[src/rtl/hit_frame_decoder.sv]
// hit_frame_decoder: turns the tagged hit stream into per-row hit bitmaps held in
// an external sync-read row RAM. Hits to the same row are OR-accumulated through a
// two-stage read-modify-write pipeline. Writes that are still in flight are forwarded
// into the merge. The finished frame is held for readout, the RAM is sweep-cleared,
// and mem_clr then pulses for one cycle.
// Optional build macro: HIT_FRAME_DECODER_ROWMASK_EN adds the row_hit occupancy output.
module hit_frame_decoder #(
    parameter int          NCOL    = 39,
    parameter int          NROW    = 40,
    parameter int          ROW_OFS = 1,
    parameter int          DEPTH   = NROW + 3,
    parameter int          AW      = $clog2(DEPTH),
    parameter logic [15:0] SOF_TAG = 16'hAAAA,
    parameter logic [15:0] EOF_TAG = 16'h5555
) (
    input  logic            clk,
    input  logic            reset,
    input  logic [15:0]     tag,
    input  logic [5:0]      x,
    input  logic [5:0]      y,
    input  logic            c,
    input  logic            dv,
    output logic            in_ready,
    output logic [AW-1:0]   raddr,
    input  logic [NCOL-1:0] rdata,
    output logic [AW-1:0]   waddr,
    output logic [NCOL-1:0] wdata,
    output logic            we,
    output logic            frame_rdy,
    input  logic            rd_done,
    output logic            mem_clr,
    output logic [15:0]     drop_cnt
`ifdef HIT_FRAME_DECODER_ROWMASK_EN
    ,
    output logic [NROW-1:0] row_hit
`endif
);

    typedef enum logic [2:0] {S_IDLE, S_ACQ, S_DRAIN0, S_DRAIN1, S_HOLD, S_CLEAR} state_t;

    state_t          state_q, state_d;
    logic [AW-1:0]   raddr_q, raddr_d;
    logic            s1_vld_q, s1_vld_d;
    logic [5:0]      s1_x_q, s1_x_d;
    logic            s2_vld_q;
    logic [5:0]      s2_x_q;
    logic [AW-1:0]   s2_row_q;
    logic            we_q, we_d;
    logic [AW-1:0]   waddr_q, waddr_d;
    logic [NCOL-1:0] wdata_q, wdata_d;
    logic            wp_we_q;
    logic [AW-1:0]   wp_addr_q;
    logic [NCOL-1:0] wp_data_q;
    logic            frame_rdy_q;
    logic            mem_clr_q, mem_clr_d;
    logic [15:0]     drop_q, drop_d;
    logic [AW:0]     clr_cnt_q, clr_cnt_d;
    logic            in_range;
    logic [NCOL-1:0] merge_base;
    logic [NCOL-1:0] hit_bit;

    function automatic logic [15:0] sat_inc(input logic [15:0] v);
        return (v == 16'hFFFF) ? v : v + 16'd1;
    endfunction

    function automatic logic [AW-1:0] row_of(input logic [5:0] yy);
        return AW'(int'(yy) + ROW_OFS);
    endfunction

    assign in_range = (int'(x) < NCOL) && (int'(y) < NROW);

    // Next-state, hit capture, drop counting, clear sweep and write-stage merge
    always_comb begin
        state_d    = state_q;
        raddr_d    = raddr_q;
        s1_vld_d   = 1'b0;
        s1_x_d     = s1_x_q;
        drop_d     = drop_q;
        clr_cnt_d  = clr_cnt_q;
        mem_clr_d  = 1'b0;
        we_d       = 1'b0;
        waddr_d    = waddr_q;
        wdata_d    = wdata_q;
        merge_base = rdata;
        hit_bit    = '0;

        unique case (state_q)
            S_IDLE: begin
                if (tag == SOF_TAG) begin
                    state_d = S_ACQ;
                    drop_d  = '0;
                end
            end
            S_ACQ: begin
                // Marker cycles never carry a hit.
                if (tag == SOF_TAG) begin
                    drop_d = '0;
                end else if (tag == EOF_TAG) begin
                    state_d = S_DRAIN0;
                end else if (dv && c) begin
                    if (in_range) begin
                        s1_vld_d = 1'b1;
                        s1_x_d   = x;
                        raddr_d  = row_of(y);
                    end else begin
                        drop_d = sat_inc(drop_q);
                    end
                end
            end
            S_DRAIN0: begin
                state_d = S_DRAIN1;
                if (dv && c) drop_d = sat_inc(drop_q);
            end
            S_DRAIN1: begin
                state_d = S_HOLD;
                if (dv && c) drop_d = sat_inc(drop_q);
            end
            S_HOLD: begin
                if (dv && c) drop_d = sat_inc(drop_q);
                if (rd_done) begin
                    state_d   = S_CLEAR;
                    clr_cnt_d = '0;
                    raddr_d   = '0;
                end
            end
            S_CLEAR: begin
                if (dv && c) drop_d = sat_inc(drop_q);
                raddr_d = '0;
                // The last row was issued on the previous cycle; finish once it is on the bus.
                if (int'(clr_cnt_q) == DEPTH) begin
                    state_d   = S_IDLE;
                    mem_clr_d = 1'b1;
                end else begin
                    clr_cnt_d = clr_cnt_q + 1'b1;
                end
            end
            default: state_d = S_IDLE;
        endcase

        // A write on the bus now, or the one committed alongside our read, is newer than rdata.
        if (we_q && (waddr_q == s2_row_q)) begin
            merge_base = wdata_q;
        end else if (wp_we_q && (wp_addr_q == s2_row_q)) begin
            merge_base = wp_data_q;
        end
        hit_bit[s2_x_q] = 1'b1;

        if ((state_q == S_CLEAR) && (int'(clr_cnt_q) < DEPTH)) begin
            we_d    = 1'b1;
            waddr_d = clr_cnt_q[AW-1:0];
            wdata_d = '0;
        end else if (s2_vld_q) begin
            we_d    = 1'b1;
            waddr_d = s2_row_q;
            wdata_d = merge_base | hit_bit;
        end
    end

    // FSM state register
    always_ff @(posedge clk or negedge reset) begin
        if (!reset) state_q <= S_IDLE;
        else        state_q <= state_d;
    end

    // Pipeline, RAM port and status registers
    always_ff @(posedge clk or negedge reset) begin
        if (!reset) begin
            raddr_q     <= '0;
            s1_vld_q    <= 1'b0;
            s1_x_q      <= '0;
            s2_vld_q    <= 1'b0;
            s2_x_q      <= '0;
            s2_row_q    <= '0;
            we_q        <= 1'b0;
            waddr_q     <= '0;
            wdata_q     <= '0;
            wp_we_q     <= 1'b0;
            wp_addr_q   <= '0;
            wp_data_q   <= '0;
            frame_rdy_q <= 1'b0;
            mem_clr_q   <= 1'b0;
            drop_q      <= '0;
            clr_cnt_q   <= '0;
        end else begin
            raddr_q     <= raddr_d;
            s1_vld_q    <= s1_vld_d;
            s1_x_q      <= s1_x_d;
            s2_vld_q    <= s1_vld_q;
            s2_x_q      <= s1_x_q;
            s2_row_q    <= raddr_q;
            we_q        <= we_d;
            waddr_q     <= waddr_d;
            wdata_q     <= wdata_d;
            wp_we_q     <= we_q;
            wp_addr_q   <= waddr_q;
            wp_data_q   <= wdata_q;
            frame_rdy_q <= (state_d == S_HOLD);
            mem_clr_q   <= mem_clr_d;
            drop_q      <= drop_d;
            clr_cnt_q   <= clr_cnt_d;
        end
    end

    assign in_ready  = (state_q == S_IDLE) || (state_q == S_ACQ);
    assign raddr     = raddr_q;
    assign waddr     = waddr_q;
    assign wdata     = wdata_q;
    assign we        = we_q;
    assign frame_rdy = frame_rdy_q;
    assign mem_clr   = mem_clr_q;
    assign drop_cnt  = drop_q;

`ifdef HIT_FRAME_DECODER_ROWMASK_EN
    logic [NROW-1:0] row_hit_q, row_hit_d;

    // Row occupancy: wiped at frame start and at clear entry, set as each hit row is written
    always_comb begin
        row_hit_d = row_hit_q;
        if (((state_q == S_IDLE) || (state_q == S_ACQ)) && (tag == SOF_TAG)) begin
            row_hit_d = '0;
        end else if ((state_q == S_HOLD) && rd_done) begin
            row_hit_d = '0;
        end
        if (s2_vld_q) begin
            for (int r = 0; r < NROW; r++) begin
                if (int'(s2_row_q) == r + ROW_OFS) row_hit_d[r] = 1'b1;
            end
        end
    end

    // Row occupancy register
    always_ff @(posedge clk or negedge reset) begin
        if (!reset) row_hit_q <= '0;
        else        row_hit_q <= row_hit_d;
    end

    assign row_hit = row_hit_q;
`endif

endmodule

[config.mk]
export PLATFORM = sky130hd
export DESIGN_NAME = hit_frame_decoder
export DESIGN_NICKNAME = d
export VERILOG_FILES = /design/src/rtl/hit_frame_decoder.sv
export SDC_FILE = /design/constraint.sdc
export NUM_CORES = 1
export LEC_CHECK = 0
export CAP_MARGIN = 20
export CORE_MARGIN = 1
export CORE_UTILIZATION = 44
export DETAILED_ROUTE_END_ITERATION = 16
export HOLD_SLACK_MARGIN = 0.06
export PLACE_DENSITY = 0.71
export REMOVE_ABC_BUFFERS = 1
export SLEW_MARGIN = 10
export SYNTH_ARGS = -nofsm -noshare
export SYNTH_HDL_FRONTEND = slang
export SYNTH_SLANG_ARGS = --single-unit
[constraint.sdc]
create_clock -name clk -period 3.1 [get_ports clk]
set_input_delay 0.775 -clock clk [delete_from_list [all_inputs] [get_ports clk]]
set_output_delay 0.775 -clock clk [all_outputs]
set_load 0.01 [all_outputs]
==> results.sh <==
export IMPL_die_y_um=121.8
export IMPL_worstPathArrival_ps=2930
export IMPL_postCtsSetupRepairBufs=0
export IMPL_globalRouteOverflowTotal=0
export IMPL_io_buffers=142
export IMPL_cts_tree="yes"
export IMPL_crit_path_end_kind="register"
export IMPL_grt_pass1_wl_um=24120
export IMPL_ctsLongestPathBuffers=2
export IMPL_cap_violations=0
export IMPL_place_congestion=0.8105
export IMPL_crit_fanout=7
export IMPL_critPathLaunchType="input port"
export IMPL_worstPathRequired_ps=3400
export IMPL_grt_antenna_before_repair=0
export IMPL_avgSynthCellArea_sq_um=12.01
export IMPL_cts_hold_buf=0
export IMPL_fin_crit_ps=2634
export IMPL_fmax_ghz=0.3797
export IMPL_start_util=0.4533
export IMPL_die_area_sq_um=14840
export IMPL_wire_per_inst_um=17.25
export IMPL_p_int_uw=3487
export IMPL_tightest_slew_ps=748.6
export IMPL_netlist_area_sq_um=6316
export IMPL_power_density_nw_per_um2=509.8
export IMPL_core_sq_um=13930
export IMPL_worst_slack_ps=466.3
export IMPL_p_sw_frac=0.2025
export IMPL_synth_flop_cell="dfrtp_1"
export IMPL_clkTransAtPathRegs_ps=60
export IMPL_hold_path_class="in -> async"
export IMPL_cts_buffers=17
export IMPL_p_leak_uw=0.003583
export IMPL_dr_pass1_iters=4
export IMPL_drcViolationCount=0
export IMPL_rrSetupSlack_ps=770
export IMPL_clkPwrFrac=0.487
export IMPL_totalWireLength_um=14990
export IMPL_dr_max_layer_used="met4"
export IMPL_clock_sinks=146
export IMPL_htree_levels=4
export IMPL_cts_resized=0
export IMPL_tns_ps=0
export IMPL_yosys_top_cells_area="dfrtp_1 58%, mux2i_1 7.1%, a221o_1 5.2%"
export IMPL_synth_edf_count=0
export IMPL_hpwlAfterDp_um=10290
export IMPL_synth_cells=526
export IMPL_p_seq_frac=0.453
export IMPL_yosysSeqAreaShare=0.5784
export IMPL_gr_usage_all_layers=0.2132
export IMPL_setup_viol=0
export IMPL_insertion_delay_ps=420
export IMPL_reg2reg_depth=7
export IMPL_viasPerCell=5.479
export IMPL_layout_common_cells="146 x dfrtp_1, 141 x clkdlybuf4s50_1, 67 x nor2_1"
export IMPL_yosysWarnings=0
export IMPL_fin_crit_sh=0.8496
export IMPL_final_nets=752
export IMPL_mostFrequentLayoutCell="dfrtp_1"
export IMPL_outcome="complete, no violations"
export IMPL_met3WireLength_um=918
export IMPL_critPathKind="in -> reg"
export IMPL_dp_slack_ps=32.03
export IMPL_synthDominantCellAreaShare=0.5784
export IMPL_grt_pass1_vias=4674
export IMPL_first_iter_violations=225
export IMPL_max_slew_margin=0.4987
export IMPL_ir_worst_vdd_v=0.0003740
export IMPL_clockRootBuffer="clkbuf_16"
export IMPL_p_comb_frac=0.060
export IMPL_placed_cell_area_sq_um=7956
export IMPL_antenna_cells=0
export IMPL_grt_max_degree=63
export IMPL_ios=143
export IMPL_m1WireLength_um=6885
export IMPL_slew_viol_final=0
export IMPL_rsz0062_at_grt="no"
export IMPL_layout_drive_gt1_share=0.1016
export IMPL_async_flop_share=1.000
export IMPL_routed_via_count=4761
export IMPL_routed_wl_met2_um=7074
export IMPL_synth_top_area_cell="dfrtp_1"
export IMPL_skew_ps=11.66
export IMPL_fin_util=0.6156
export IMPL_finalHoldViolCount=0
export IMPL_final_antenna_net_count=0
export IMPL_finalInstanceArea_sq_um=8578
export IMPL_area_growth_pct=35.82
export IMPL_whs_ps=336.6
export IMPL_die_x_um=121.8
export IMPL_num_rows=43
export IMPL_yosysUniqueCellTypes=57
export IMPL_ys_ff_latch=146
export IMPL_netSwitchingPower_uw=885.4
## worst max-delay path: stages
cell	delay, ps
clkdlybuf4s50_1	420
a311o_1	370
a21oi_2	190
nand2_1	90
or4b_1	720
mux2_4	370
## routing by layer
metal | up-vias | track usage
met2 | 164 | 0.3224
met4 | 0 | 0.07330
met3 | 8 | 0.05524
met1 | 2348 | 0.2972
met5 | - | 0
li1 | 2241 | -
## Yosys cell counts (all sizes together), types with 3 or more instances
cell,n
and4bb,4
xnor2,12
nor3b,7
a21o,3
a31oi,3
nor2b,5
nand2,26
nand3,10
a22oi,6
and4,5
ha,3
buf,13
a221o,33
nor2,67
nor3,3
inv,5
or3,4
xor2,12
nor4bb,4
mux2,13
nand4,11
o21ai,16
dfrtp,146
and3,4
a21oi,23
mux2i,45
and2,6
clkbuf,9
## logic make-up (layout without fill, tap and decap cells)
logic type | after synthesis | after routing | share of synthesized area
xor+xnor | 24 | 24 | 0.03328
compound gates | 101 | 101 | 0.1212
mux | 58 | 58 | 0.09806
flops | 146 | 146 | 0.5784
buf+inv | 27 | 190 | 0.02338
fa+ha+maj | 3 | 3 | 0.005944
simple gates | 167 | 167 | 0.1397
## area by class of cell
cell class | count | area, sq um
well taps | 180 | 225.2
clock buffers | 24 | 501.7
inverters | 5 | 18.77
clock inverters | 7 | 120.1
fillers | 1139 | 5356
flip-flops and latches | 146 | 3654
repair buffers | 154 | 1538
multi-input cells | 353 | 2521
## path summary, 6_finish.rpt
path,start,to
setup / recovery,x[1],s1_x_q[2]$_DFFE_PN0P_
hold / removal,reset,wp_data_q[35]$_DFF_PN0_
setup reg to reg,state_q[1]$_DFF_PN0_,wdata[29]$_DFFE_PN0P_
hold reg to reg,s1_vld_q$_DFF_PN0_,s2_vld_q$_DFF_PN0_
max in group asynchronous,reset,wp_data_q[16]$_DFF_PN0_
min in group clk,s1_vld_q$_DFF_PN0_,s2_vld_q$_DFF_PN0_
## power by group through the flow
| stage | Sequential [uW] | Clock (uW) | Combinational, uW |
|---|---|---|---|
| 6_report | 1980 | 2130 | 262 |
| 5_1_grt | 1980 | 2260 | 285 |
| 4_1_cts | 1980 | 2170 | 267 |
| 3_5_place_dp | 2020 | 0 | 264 |
| 3_3_place_gp | 2010 | 0 | 260 |
| 2_1_floorplan | 2020 | 0 | 55.9 |
## stage by stage
stage                     power, uW  cells
final                          4373    869
after detailed placement       2279    838
after floorplan                2074    504
after CTS                      4418    869
after global routing           4528    869
after global placement         2272    838
## state kept, by name, indices dropped and copies added (netlist names), 3 cells and up
name and flops:
wp_data_q 39, s1_x_q 6, wp_addr_q 6, wdata 39, raddr 6, drop_cnt 16, clr_cnt_q 7, s2_x_q 6
waddr 6, state_q 3, s2_row_q 6
(Power assumes the default switching activity.)
